<file path="src/rtl/snake_pkg.sv">
// Types and constants shared by the game core and the display scanner.
package snake_pkg;

  localparam int GRID_W = 16;
  localparam int GRID_H = 16;

  // Playfield, indexed grid[y][x]; 1 = LED on.
  typedef logic [GRID_H-1:0][GRID_W-1:0] grid_t;

  typedef enum logic [2:0] {
    IDLE,
    LOAD,
    SHIFT,
    LATCH,
    HOLD
  } scan_state_t;

  localparam logic [3:0] LAST_ROW = 4'(GRID_H - 1);
  localparam logic [3:0] LAST_BIT = 4'(GRID_W - 1);

endpackage

</file>
<file path="src/rtl/scan_tick_gen.sv">
// Divider for the serial shift clock. It emits a one-cycle tick every
// CLK_DIV cycles while not cleared. The first tick after clear is released
// arrives CLK_DIV cycles later.
module scan_tick_gen #(
  parameter int CLK_DIV = 2
) (
  input  logic game_clk,
  input  logic reset_n,
  input  logic clear,
  output logic tick
);

  localparam int            CW     = (CLK_DIV > 1) ? $clog2(CLK_DIV) : 1;
  localparam logic [CW-1:0] RELOAD = CW'(CLK_DIV - 1);

  logic [CW-1:0] div_cnt;

  // Down-counter reloaded on clear and on every terminal count.
  always_ff @(posedge game_clk or negedge reset_n) begin
    if (!reset_n) begin
      div_cnt <= '0;
    end else if (clear || (div_cnt == '0)) begin
      div_cnt <= RELOAD;
    end else begin
      div_cnt <= div_cnt - 1'b1;
    end
  end

  assign tick = !clear && (div_cnt == '0);

endmodule

</file>
<file path="src/rtl/grid_scan_driver.sv">
// Row-multiplexed LED matrix scanner. It snapshots the playfield once per
// frame, shifts each row out MSB first (x=15 first), latches the row and
// holds it for ROW_HOLD cycles.
//
// state | meaning
// IDLE  | waiting for enable
// LOAD  | capture grid into snapshot, row counter = 0
// SHIFT | 16 bits of snapshot[row] on ser_data/ser_clk
// LATCH | ser_latch strobe, row_sel takes the row counter
// HOLD  | row displayed for ROW_HOLD cycles, then next row or frame end
module grid_scan_driver
  import snake_pkg::*;
#(
  parameter int CLK_DIV  = 2,
  parameter int ROW_HOLD = 4
) (
  input  logic       game_clk,
  input  logic       reset_n,
  input  grid_t      grid,
  input  logic       enable,
  output logic       ser_data,
  output logic       ser_clk,
  output logic       ser_latch,
  output logic [3:0] row_sel,
  output logic       frame_done,
  output logic       busy
);

  localparam int            HW          = (ROW_HOLD > 1) ? $clog2(ROW_HOLD) : 1;
  localparam logic [HW-1:0] HOLD_RELOAD = HW'(ROW_HOLD - 1);

  scan_state_t   state;
  scan_state_t   state_nxt;
  grid_t         snapshot;
  logic [3:0]    row_cnt;
  logic [3:0]    bit_cnt;
  logic          phase;
  logic [HW-1:0] hold_cnt;
  logic [3:0]    row_sel_q;

  logic div_clear;
  logic div_tick;
  logic shift_done;
  logic hold_done;
  logic last_row;

  assign div_clear = (state != SHIFT);

  scan_tick_gen #(
    .CLK_DIV (CLK_DIV)
  ) u_tick_gen (
    .game_clk (game_clk),
    .reset_n  (reset_n),
    .clear    (div_clear),
    .tick     (div_tick)
  );

  // A bit ends on the tick that closes its high half; the row ends with x=0.
  assign shift_done = div_tick && phase && (bit_cnt == LAST_BIT);
  assign hold_done  = (hold_cnt == '0);
  assign last_row   = (row_cnt == LAST_ROW);

  // State register.
  always_ff @(posedge game_clk or negedge reset_n) begin
    if (!reset_n) begin
      state <= IDLE;
    end else begin
      state <= state_nxt;
    end
  end

  // Next state and the outputs decoded from the current state.
  always_comb begin
    state_nxt  = state;
    ser_clk    = 1'b0;
    ser_data   = 1'b0;
    ser_latch  = 1'b0;
    frame_done = 1'b0;
    busy       = (state != IDLE);
    unique case (state)
      IDLE: begin
        if (enable) state_nxt = LOAD;
      end
      LOAD: begin
        state_nxt = SHIFT;
      end
      SHIFT: begin
        ser_clk  = phase;
        ser_data = snapshot[row_cnt][~bit_cnt];
        if (shift_done) state_nxt = LATCH;
      end
      LATCH: begin
        ser_latch = 1'b1;
        state_nxt = HOLD;
      end
      HOLD: begin
        if (hold_done) begin
          if (!last_row) begin
            state_nxt = SHIFT;
          end else begin
            frame_done = 1'b1;
            state_nxt  = enable ? LOAD : IDLE;
          end
        end
      end
      default: begin
        state_nxt = IDLE;
      end
    endcase
  end

  // Frame snapshot; later grid changes wait for the next LOAD.
  always_ff @(posedge game_clk or negedge reset_n) begin
    if (!reset_n) begin
      snapshot <= '0;
    end else if (state == LOAD) begin
      snapshot <= grid;
    end
  end

  // Row counter; it returns to 0 only through LOAD.
  always_ff @(posedge game_clk or negedge reset_n) begin
    if (!reset_n) begin
      row_cnt <= '0;
    end else if (state == LOAD) begin
      row_cnt <= '0;
    end else if ((state == HOLD) && hold_done && !last_row) begin
      row_cnt <= row_cnt + 1'b1;
    end
  end

  // Bit position and ser_clk phase; both restart whenever SHIFT is left.
  always_ff @(posedge game_clk or negedge reset_n) begin
    if (!reset_n) begin
      bit_cnt <= '0;
      phase   <= 1'b0;
    end else if (state != SHIFT) begin
      bit_cnt <= '0;
      phase   <= 1'b0;
    end else if (div_tick) begin
      phase <= ~phase;
      if (phase) bit_cnt <= bit_cnt + 1'b1;
    end
  end

  // Row dwell down-counter, armed during LATCH.
  always_ff @(posedge game_clk or negedge reset_n) begin
    if (!reset_n) begin
      hold_cnt <= '0;
    end else if (state == LATCH) begin
      hold_cnt <= HOLD_RELOAD;
    end else if ((state == HOLD) && !hold_done) begin
      hold_cnt <= hold_cnt - 1'b1;
    end
  end

  // row_sel changes on the edge entering LATCH, together with the strobe.
  always_ff @(posedge game_clk or negedge reset_n) begin
    if (!reset_n) begin
      row_sel_q <= '0;
    end else if ((state == SHIFT) && shift_done) begin
      row_sel_q <= row_cnt;
    end
  end

  assign row_sel = row_sel_q;

endmodule

</file>
<file path="config.mk">
export PLATFORM = sky130hd
export DESIGN_NAME = grid_scan_driver
export DESIGN_NICKNAME = d
export VERILOG_FILES = /design/src/rtl/snake_pkg.sv /design/src/rtl/scan_tick_gen.sv /design/src/rtl/grid_scan_driver.sv
export SDC_FILE = /design/constraint.sdc
export NUM_CORES = 1
export LEC_CHECK = 0
export ABC_AREA = 0
export CORE_ASPECT_RATIO = 1.5
export CORE_MARGIN = 10
export CORE_UTILIZATION = 40
export CTS_BUF_LIST = sky130_fd_sc_hd__clkbuf_4 sky130_fd_sc_hd__clkbuf_8 sky130_fd_sc_hd__clkbuf_16
export CTS_CLUSTER_SIZE = 40
export DETAILED_ROUTE_END_ITERATION = 16
export PLACE_DENSITY = 0.65
export SLEW_MARGIN = 10
export SYNTH_ARGS = -nofsm -noshare
export SYNTH_HDL_FRONTEND = slang
export SYNTH_SLANG_ARGS = --single-unit
export TNS_END_PERCENT = 100
</file>
<file path="constraint.sdc">
create_clock -name game_clk -period 5 [get_ports game_clk]
set_clock_uncertainty 0.1 [all_clocks]
set_input_delay 1 -clock game_clk [delete_from_list [all_inputs] [get_ports game_clk]]
set_output_delay 1 -clock game_clk [all_outputs]
set_load 0.05 [all_outputs]
</file>
==> key figures, run 1 <==
Routing
  – Routed Antenna Nets: 0
  – DR vias/cell: roughly 5.3
  – Remaining DRCs: 0
  – Final wirelength: 36600 um
  – First-pass iteration count of the detailed router: 5
  – Avg WL per Cell: 23.8 um
  – Via count: 8221
  – DR iter-0 viols: 524

Worst setup path
  – CP peak stage delay: between 0.5 and 0.6 ns
  – Crit path depth: 7
  – CP required: 3.90 ns
  – Worst Reg-to-Reg Cells: 4
  – CP dominant cell by count: buf_4
  – CP bufs+invs: 2
  – Crit-path slowest cell: dfrtp_2
  – Largest delay contributor family on the critical path: compound AO/OA/AOI/OAI gates
  – CP endpoint: ser_data
  – Worst r2r dst: snapshot[57]
  – Reg2reg start: state[0]
  – Critical path class: reg -> out
  – Worst Setup SP: row_cnt[1]
  – Worst Path Arrival: 3.50 ns
  – Crit-path cells: buf_4 > mux4_2 > a22o_1 > a2111oi_0 > o21ai_0 > a32o_1 > buf_4
  – Crit path launch type: register
  – R2r setup slk: between 2 and 2.5 ns
  – Max Fanout on Critical Path: 33
  – Worst setup EP type: output port

CTS
  – Clk Latency, worst-skew pair: 0.55 ns
  – Clock root buffer: clkbuf_16
  – Setup bufs post-CTS: 0
  – # resized after CTS: 0
  – CTS tree: built
  – H-tree Lvls: 1
  – Num CTS Buffers: 28
  – Max Root-Sink Buffers: 3
  – TritonCTS Sinks: 275
  – Cts hold-fix bufs: 0
  – CTS clk-pin slew, worst paths: 0.06 ns

Global route
  – Initial antenna violation count: 3
  – Vias in the first global route: ~9200
  – Largest net degree at the start of global routing: 99
  – Total grt overflow: 0
  – GRT Util Overall: 0.186
  – Global-route wire length before repair: roughly 56000 um

STA
  – Worst-margin pin slew: between 0.9 and 1 ns
  – Final setup viols: 0
  – Fmax: 0.218 GHz
  – Final Max Slew Viols: 0
  – Crit share post-route: 0.919
  – Sum Neg Setup Slack: 0 ns
  – Min Tclk post-route: 4.60 ns
  – RSZ-0062 raised after global routing: false
  – Max-slew headroom: 0.366
  – Hold Vio Cnt, Final: 0

Cells and area
  – FF+latch area: 6890 um^2
  – Fillers: 2639
  – Post-route design area: approximately 17000 um^2
  – Multi-input gate area: 5350 um^2
  – Net count, final: between 1000 and 1500
  – Area grow syn2layout: 31.7%
  – Layout cells sized above 1: 0.331

Floorplanning
  – Chip width: 165 um
  – Die area: 39200 um^2
  – # IOs: 268
  – Initial Utilization: 0.406
  – Die Ht: 237 um
  – Core Region: 31000 um^2
  – Rows: 79

Yosys
  – Area leader, netlist: dfrtp_1
  – EDFF count, synth: 0
  – YS warnings: 0
  – Cell Area, Synth: 12600 um^2
  – Cell variety after synth: 50
  – Ys async rst share: 1.00
  – Most used flip-flop cell after synthesis: dfrtp_1
  – Synth top area cells: dfrtp_1, mux2_2, mux4_2
  – Sequential cell area fraction in the yosys report: 0.546
  – Yosys reg bits: 275
  – Syn Nets: around 1100
  – Syn Inst Count: 859
  – Avg Synthesized Cell Area: 14.7 um^2
  – Synth top area share: 0.546

Power and ir drop
  – P per Cell Area: 550 nW/um^2
  – NetSw: 2.62 mW
  – Clock power frac: 0.241
  – Net Sw Frac: 0.287
  – Comb power frac: 0.323
  – Seq pwr share: 0.435
  – Internal power: approximately 6.5 mW
  – Static leakage: approximately 6.5 nW
  – Maximum vdd ir drop: 0.283 mV

Status
  – Status: complete, no violations

Placement
  – Gpl congestion: 0.831
  – Hpwl dp: 27400 um
  – Port buffer count: 267
  – Dpl cell area: 15600 um^2

Run
  – Max cap viols: 0

Min path
  – Min-delay worst type: in -> async
## routing by layer
layer	part of all wire	track usage	vias up	wire [um]
li1	-	-	3703	-
met1	0.38	0.216	4217	14100
met2	0.53	0.329	252	19400
met3	0.058	0.0396	49	2110
met4	0.029	0.0681	0	1070
met5	0	0	-	0
## flip-flops by register name, summed over array words and instances, names as in the netlist
| signal | cells |
|---|---|
| bit_cnt | 4 |
| snapshot | 256 |
| phase | 1 |
| row_sel | 4 |
| u_tick_gen.div_cnt | 1 |
| state | 3 |
| hold_cnt | 2 |
| row_cnt | 4 |
## layout by cell type, fill, tap and decap left out, drive strengths merged, types with 3 or more instances in the layout
cell           netlist  final
dfrtp              275    275
clkdlybuf4s50        0    265
mux2               263    263
mux2i               46     46
mux4                41     41
clkbuf              24     41
nand2               25     25
a21oi               21     21
nor2                18     18
buf                 37     17
o221ai              15     15
o21ai               10     10
inv                  8      8
nor3                 8      8
o22ai                7      7
nor2b                5      5
nand3                5      5
clkinv               0      5
or3                  4      4
a211oi               4      4
xor2                 4      4
diode                0      3
nor4                 3      3
o211ai               3      3
ha                   3      3
bufinv               0      3
and2                 3      3
## kinds of logic (layout without fill, tap and decap cells)
kind of cell | after synthesis | after routing | share of synthesized area
other | 0 | 3 | 0
and+or+nand+nor | 81 | 81 | 0.0316
muxes | 350 | 350 | 0.345
AOI/OAI and AO/OA | 76 | 76 | 0.0413
xor gates and xnor gates | 5 | 5 | 0.00347
adders and majority gates | 3 | 3 | 0.00298
DFF | 275 | 275 | 0.546
buffers and inverters | 69 | 340 | 0.0297
## through the flow
stage                     hold slack, ns  worst slack, ns  power [mW]  std cells   util
after floorplan                    0.321             1.26        6.04        859      -
after global placement             0.332            0.934        6.90       1485  0.503
after detailed placement           0.342            0.972        6.99       1485  0.503
after CTS                          0.348            0.363        9.22       1535  0.534
after global routing               0.381            0.192        9.65       1538  0.535
final                              0.346            0.405        9.12       1538  0.535
## synthesized netlist by cell type, types with 8 or more instances
| cell | n |
|---|---|
| mux2_2 | 263 |
| mux4_2 | 40 |
| o21ai_0 | 10 |
| o221ai_1 | 15 |
| clkbuf_1 | 23 |
| dfrtp_1 | 275 |
| buf_2 | 25 |
| mux2i_1 | 46 |
| nor3_1 | 8 |
| nor2_1 | 18 |
| inv_1 | 8 |
| a21oi_1 | 21 |
| nand2_1 | 25 |
## final cells by class
type,instances,area share
well taps,405,0.0305
repair buffers,282,0.171
inverters,8,0.00181
flip-flops and latches,275,0.415
clock inverters,9,0.00739
multi-input cells,515,0.322
diodes,3,0.000452
clock buffers,41,0.0514
## power groups by stage
stage	logic [mW]	registers, mW	clock network (mW)
detailed placement	2.98	4.02	0
finish	2.95	3.97	2.20
global route	3.20	4.11	2.33
CTS	2.99	3.98	2.25
floorplan	2.32	3.71	0
global placement	2.91	4.00	0
## worst reg2reg max path: cells and delay by family (launching register included)
| kind | cells | cell delay [ns] |
|---|---|---|
| simple gates | 2 | 1.20 |
| flops | 1 | 0.49 |
| buf+inv | 1 | 0.49 |
| mux | 1 | 0.50 |
## how the worst min path moves through the flow
stage                  startpoint            endpoint  slack (ns)
3_3_place_gp   u_tick_gen.div_cnt  u_tick_gen.div_cnt        0.33
5_1_grt        u_tick_gen.div_cnt  u_tick_gen.div_cnt        0.38
4_1_cts        u_tick_gen.div_cnt  u_tick_gen.div_cnt        0.35
6_report                  reset_n         snapshot[8]        0.35
2_1_floorplan  u_tick_gen.div_cnt  u_tick_gen.div_cnt        0.32
3_5_place_dp   u_tick_gen.div_cnt  u_tick_gen.div_cnt        0.34
(Power assumes the default switching activity.)
==> run 2, diff against run 1 <==
--- a/config.mk
+++ b/config.mk
@@ -9,7 +9,7 @@
 export CORE_ASPECT_RATIO = 1.5
 export CORE_MARGIN = 10
 export CORE_UTILIZATION = 40
-export CTS_BUF_LIST = sky130_fd_sc_hd__clkbuf_4 sky130_fd_sc_hd__clkbuf_8 sky130_fd_sc_hd__clkbuf_16
+export CTS_BUF_LIST = sky130_fd_sc_hd__clkbuf_8
 export CTS_CLUSTER_SIZE = 40
 export DETAILED_ROUTE_END_ITERATION = 16
 export PLACE_DENSITY = 0.65
==> run 2 against run 1 <==
  * Sequential power barely moved
  * Fmax fell by 0.12%
  * Sequential cell count did not move
  * Clock power fell by 13%
  * Hold slack got worse by 0.0067 ns
  * Core utilization fell by 0.30 points
==> key figures, run 2 (synthesis results as in run 1) <==
Routing
  – First-pass iteration count of the detailed router: 4 (-1)
  – Avg WL per Cell: 23.5 um (-1.2%)
  – Via count: 8324 (+1.3%)
  – Remaining DRCs: 0 (unchanged)
  – Final wirelength: 36900 um (+0.63%)
  – DR iter-0 viols: 481 (-8.2%)
  – Routed Antenna Nets: 0 (unchanged)
  – DR vias/cell: 5.31 (-0.62%)

CTS
  – Clock root buffer: clkbuf_8
  – TritonCTS Sinks: 275 (unchanged)
  – H-tree Lvls: 2 (+1)
  – Cts hold-fix bufs: 0 (unchanged)
  – Clk Latency, worst-skew pair: 0.58 ns (+0.03 ns)
  – CTS clk-pin slew, worst paths: 0.06 ns (about the same)
  – CTS tree: built
  – Max Root-Sink Buffers: 3 (unchanged)
  – Num CTS Buffers: 44 (+57%)
  – # resized after CTS: 0 (unchanged)
  – Setup bufs post-CTS: 0 (unchanged)

Worst setup path
  – Worst Path Arrival: 3.50 ns (about the same)
  – Worst setup EP type: output port
  – Critical path class: reg -> out
  – CP required: 3.90 ns (about the same)
  – Crit path launch type: register
  – Max Fanout on Critical Path: 33 (unchanged)
  – Worst Reg-to-Reg Cells: 4 (unchanged)

Global route
  – Initial antenna violation count: 3 (unchanged)
  – Total grt overflow: 0 (unchanged)
  – Largest net degree at the start of global routing: 99 (unchanged)
  – Vias in the first global route: 9354 (+1.5%)
  – GRT Util Overall: 0.189 (+0.00220)
  – Global-route wire length before repair: 56300 um (+0.92%)

STA
  – Worst-margin pin slew: 0.972 ns (+0.0202 ns)
  – Sum Neg Setup Slack: 0 ns (unchanged)
  – Hold Vio Cnt, Final: 0 (unchanged)
  – Max-slew headroom: 0.352 (-0.0134)
  – RSZ-0062 raised after global routing: false
  – Min Tclk post-route: 4.60 ns (+0.00541 ns)
  – Fmax: 0.217 GHz (-0.12%)
  – Final setup viols: 0 (unchanged)
  – Crit share post-route: 0.920 (+0.00108)
  – Final Max Slew Viols: 0 (unchanged)

Power and ir drop
  – P per Cell Area: 536 nW/um^2 (-2.5%)
  – Comb power frac: 0.333 (+0.010)
  – Internal power: 6.19 mW (-4.8%)
  – Static leakage: 6.54 nW (+0.24%)
  – Maximum vdd ir drop: 0.324 mV (+14%)
  – NetSw: 2.65 mW (+1.2%)
  – PnR Total Power: 8.84 mW (-3.1%)
  – Clock power frac: 0.217 (-0.024)
  – Net Sw Frac: 0.300 (+0.0125)
  – Seq pwr share: 0.450 (+0.015)

Cells and area
  – Commonest non-fill, non-tap cell in the layout: dfrtp_1
  – Max FFs per register: 256 (unchanged)
  – Net count, final: 1388 (+1.2%)
  – Most frequent cells in the layout: dfrtp_1, clkdlybuf4s50_1, mux2_2, clkbuf_8, mux2i_1
  – Largest Register: snapshot
  – Layout cells sized above 1: 0.335 (+0.00380)
  – Non-Filler Instances: 1567 (+1.9%)
  – Area grow syn2layout: 30.9%
  – Fin util: 0.532 (-0.00298)

Floorplanning
  – Die area: 39200 um^2 (unchanged)
  – Initial Utilization: 0.406 (unchanged)
  – Rows: 79 (unchanged)
  – # IOs: 268 (unchanged)
  – Chip width: 165 um (unchanged)
  – Core Region: 31000 um^2 (unchanged)
  – Die Ht: 237 um (unchanged)

Run
  – Max cap viols: 0 (unchanged)

Status
  – Status: complete, no violations

Placement
  – Inst Count DP: 1485 (unchanged)
  – Hpwl dp: 27400 um (unchanged)
  – Port buffer count: 267 (unchanged)
  – Gpl congestion: 0.831 (unchanged)

Min path
  – Min-delay worst type: in -> async
## run 2: cell count changes in the layout (fill, tap and decap cells not counted)
cell,before,now
clkinv_2,5,4
clkbuf_16,29,0
clkbuf_4,6,0
clkinvlp_4,1,3
bufinv_16,3,0
inv_1,8,23
clkbuf_8,6,57
## run 2: area by class of cell
class / instances / area [um^2]
Antenna cell: 3 / 7.51
Timing Repair Buffer: 282 / 2840
Clock inverter: 22 / 98.8
Tap cell: 405 / 507
Fill cell: 2671 / 14500
Inverter: 8 / 30.0
Sequential cell: 275 / 6890
Clock buffer: 57 / 785
Multi-Input combinational cell: 515 / 5350
## run 2: per-stage QoR
| stage | instance area, um^2 | hold WS, ns | setup slack (ns) |
|---|---|---|---|
| after global placement | 15600 | 0.332 | 0.934 |
| after detailed placement | 15600 | 0.342 | 0.972 |
| after floorplan | 12600 | 0.321 | 1.26 |
| final | 16500 | 0.340 | 0.400 |
| after CTS | 16500 | 0.349 | 0.335 |
| after global routing | 16500 | 0.382 | 0.173 |
## run 2: power groups by stage
| stage | combinational, mW | sequential, mW | clock, mW |
|---|---|---|---|
| 2_1_floorplan | 2.32 | 3.71 | 0 |
| 3_3_place_gp | 2.91 | 4.00 | 0 |
| 3_5_place_dp | 2.98 | 4.02 | 0 |
| 4_1_cts | 2.98 | 3.98 | 1.98 |
| 5_1_grt | 3.20 | 4.11 | 2.07 |
| 6_report | 2.95 | 3.98 | 1.92 |
## run 2: critical path: stages, from the launching register on
cell       delay (ns)
dfrtp_2          0.57
buf_4            0.54
mux4_2           0.42
a22o_1           0.24
a2111oi_0        0.54
o21ai_0          0.15
a32o_1           0.27
buf_4            0.20
## run 2: worst paths after layout
path                                         start                  to  slack, ns
min in group game_clk           u_tick_gen.div_cnt  u_tick_gen.div_cnt       0.35
worst max register to register            state[0]        snapshot[40]       2.14
worst max-delay path                    row_cnt[1]            ser_data       0.40
worst min-delay path                       reset_n        snapshot[25]       0.34
max in group asynchronous                  reset_n       snapshot[252]       3.43
worst min register to register  u_tick_gen.div_cnt  u_tick_gen.div_cnt       0.35
## run 2: per-layer routing
metal,GRT usage,vias to the layer above,share of wire
met1,0.216,4255,0.38
met3,0.0455,64,0.059
met4,0.0719,0,0.032
met5,0,-,0
li1,-,3738,-
met2,0.330,267,0.52
==> run 3, diff against run 2 <==
--- a/config.mk
+++ b/config.mk
@@ -6,13 +6,13 @@
 export NUM_CORES = 1
 export LEC_CHECK = 0
 export ABC_AREA = 0
-export CORE_ASPECT_RATIO = 1.5
+export CORE_ASPECT_RATIO = 1.75
 export CORE_MARGIN = 10
 export CORE_UTILIZATION = 40
 export CTS_BUF_LIST = sky130_fd_sc_hd__clkbuf_8
 export CTS_CLUSTER_SIZE = 40
 export DETAILED_ROUTE_END_ITERATION = 16
-export PLACE_DENSITY = 0.65
+export PLACE_DENSITY = 0.74
 export SLEW_MARGIN = 10
 export SYNTH_ARGS = -nofsm -noshare
 export SYNTH_HDL_FRONTEND = slang
==> run 3 against run 2 <==
  * Clock-buffer cell count fell by 4
  * Via count rose by 0.12%
  * Routed wire length rose by 0.77%
  * Sequential cell count did not move
  * Final cell count fell by 0.83%
  * Cell area rose by 0.90%
  * Hold slack improved by 0.014 ns
  * Critical path depth rose by 2
  * Register-to-register slack improved by 0.39 ns
==> key figures, run 3 (synthesis results as in run 1) <==
Floorplanning
  – Initial Utilization: 0.403 (-0.00357)
  – Die area: 39300 um^2 (+0.34%)
  – Chip width: 154 um (-6.5%)
  – Die Ht: 255 um (+7.3%)
  – Rows: 86 (+8.9%)
  – Core Region: 31300 um^2 (+0.89%)
  – # IOs: 268 (unchanged)

CTS
  – H-tree Lvls: 2 (unchanged)
  – CTS tree: built
  – Max Root-Sink Buffers: 3 (unchanged)
  – Clk Latency, worst-skew pair: 0.57 ns (about the same)
  – # resized after CTS: 0 (unchanged)
  – TritonCTS Sinks: 275 (unchanged)
  – CTS clk-pin slew, worst paths: 0.07 ns (about the same)
  – Cts hold-fix bufs: 0 (unchanged)
  – Num CTS Buffers: 42 (-4.5%)
  – Setup bufs post-CTS: 0 (unchanged)
  – Clock root buffer: clkbuf_8

Global route
  – Met3 Use GR: 0.0412 (-0.00430)
  – GR Layer Usage met1: 0.202 (-0.0140)
  – Global-route wire length before repair: 56100 um (-0.44%)
  – Vias in the first global route: 9238 (-1.2%)
  – GRT Util Overall: 0.185 (-0.00329)
  – Met2 usage: 0.340 (+0.00928)
  – Largest net degree at the start of global routing: 150 (+52%)
  – Busiest grt layer: met2
  – Initial antenna violation count: 3 (unchanged)
  – Total grt overflow: 0 (unchanged)

Routing
  – Final wirelength: 37100 um (+0.77%)
  – First-pass iteration count of the detailed router: 5 (+1)
  – DR vias/cell: 5.36 (+0.96%)
  – Remaining DRCs: 0 (unchanged)
  – Via count: 8334 (+0.12%)
  – DR iter-0 viols: 467 (-2.9%)
  – Routed Antenna Nets: 0 (unchanged)
  – Avg WL per Cell: 23.9 um (+1.6%)

Worst setup path
  – Max Fanout on Critical Path: 23 (-30%)
  – CP peak stage delay: 0.71 ns (+0.14 ns)
  – Reg2reg start: state[0]
  – Worst setup EP type: output port
  – CP required: 3.90 ns (about the same)
  – Worst Path Arrival: 3.63 ns (+0.13 ns)
  – CP dominant cell by count: buf_4
  – Worst r2r dst: snapshot[190]
  – R2r setup slk: 2.53 ns (+0.39 ns)
  – Critical path class: reg -> out
  – Worst Reg-to-Reg Cells: 4 (unchanged)
  – Crit path launch type: register
  – Crit-path cells: nand2b_1 > buf_4 > nor2_1 > or4_1 > a21oi_1 > nor3_1 > or3_1 > a32o_1 > buf_4
  – Crit-path slowest cell: dfrtp_2

Placement
  – Hpwl dp: 28100 um (+2.8%)
  – Gpl congestion: 0.883 (+6.2%)
  – Port buffer count: 267 (unchanged)

Status
  – Status: complete, no violations

Min path
  – Min-delay worst type: reg -> reg
  – Hold path depth: 1
  – Hold Path Sink: u_tick_gen.div_cnt
  – Hold Startpoint: u_tick_gen.div_cnt

Cells and area
  – Largest Register: snapshot
  – Multi-input gate area: 5350 um^2 (unchanged)
  – Most frequent cells in the layout: dfrtp_1, clkdlybuf4s50_1, mux2_2, clkbuf_8, mux2i_1
  – Area grow syn2layout: 32.1%
  – Fillers: 2567 (-3.9%)
  – Commonest non-fill, non-tap cell in the layout: dfrtp_1
  – FF+latch area: 6890 um^2 (unchanged)
  – Max FFs per register: 256 (unchanged)
  – Layout cells sized above 1: 0.338 (+0.00346)
  – Net count, final: 1385 (-0.22%)

STA
  – Final Max Slew Viols: 0 (unchanged)
  – Worst-margin pin slew: 0.979 ns (+0.00777 ns)
  – Final setup viols: 0 (unchanged)
  – Max-slew headroom: 0.347 (-0.00518)
  – Fmax: 0.211 GHz (-2.7%)
  – Sum Neg Setup Slack: 0 ns (unchanged)
  – Crit share post-route: 0.946 (+0.0257)
  – Hold Vio Cnt, Final: 0 (unchanged)
  – RSZ-0062 raised after global routing: false
  – Hold_ws: 0.354 ns (+0.0141 ns)
  – Min Tclk post-route: 4.73 ns (+0.129 ns)

Power and ir drop
  – Maximum vdd ir drop: 0.329 mV (+1.5%)
  – Static leakage: 6.59 nW (+0.83%)
  – P per Cell Area: 554 nW/um^2 (+3.4%)

Run
  – Max cap viols: 0 (unchanged)
-- run 3: changes by cell type in the layout (fill, tap and decap cells not counted), sizes merged --
cell      delta
inv          -6
clkinvlp     -2
clkinv       +3
diode        -1
buf          -1
bufinv       +7
clkbuf       -4
-- run 3: worst max-delay path, delay by kind of cell (launching register included) --
family                 cells  cell delay [ns]
AO/OA/AOI/OAI              2             0.46
buffers and inverters      2             0.50
flip-flops                 1             0.71
AND/OR/NAND/NOR            5             1.39
-- run 3: routing by layer --
metal	up-vias	wire length [um]
li1	3732	-
met1	4251	13400
met2	284	20300
met3	67	2040
met4	0	1310
met5	-	0
-- run 3: worst max path at each step --
stage	start	to	slack, ns	depth (start not counted)
after floorplan	row_cnt[2]	frame_done	1.26	4
final	row_cnt[1]	ser_data	0.27	9
after CTS	row_cnt[1]	ser_data	0.32	9
after global routing	row_cnt[1]	ser_data	0.20	9
after global placement	row_cnt[0]	ser_data	1.05	7
after detailed placement	row_cnt[1]	ser_data	0.94	9
-- run 3: cell type report --
class	count	area share
Multi-Input combinational cell	515	0.321
Inverter	8	0.00180
Clock inverter	24	0.0172
Timing Repair Buffer	281	0.172
Tap cell	396	0.0298
Clock buffer	53	0.0438
Sequential cell	275	0.414
Antenna cell	2	0.000301
-- run 3: where the power goes --
group / switching, mW / internal (mW)
logic: 1.19 / 1.85
registers: 0.632 / 3.33
clock network: 0.898 / 1.32
-- run 3: through the flow --
stage          area, um^2  worst slack (ns)   util  instances  power (mW)
5_1_grt             16700             0.198  0.532       1554        9.73
2_1_floorplan       12600              1.26      -        859        6.04
4_1_cts             16600             0.323  0.532       1552        9.30
3_5_place_dp        15600             0.941  0.499       1475        7.06
6_report            16700             0.271  0.532       1554        9.23
3_3_place_gp        15600              1.05  0.499       1475        6.94
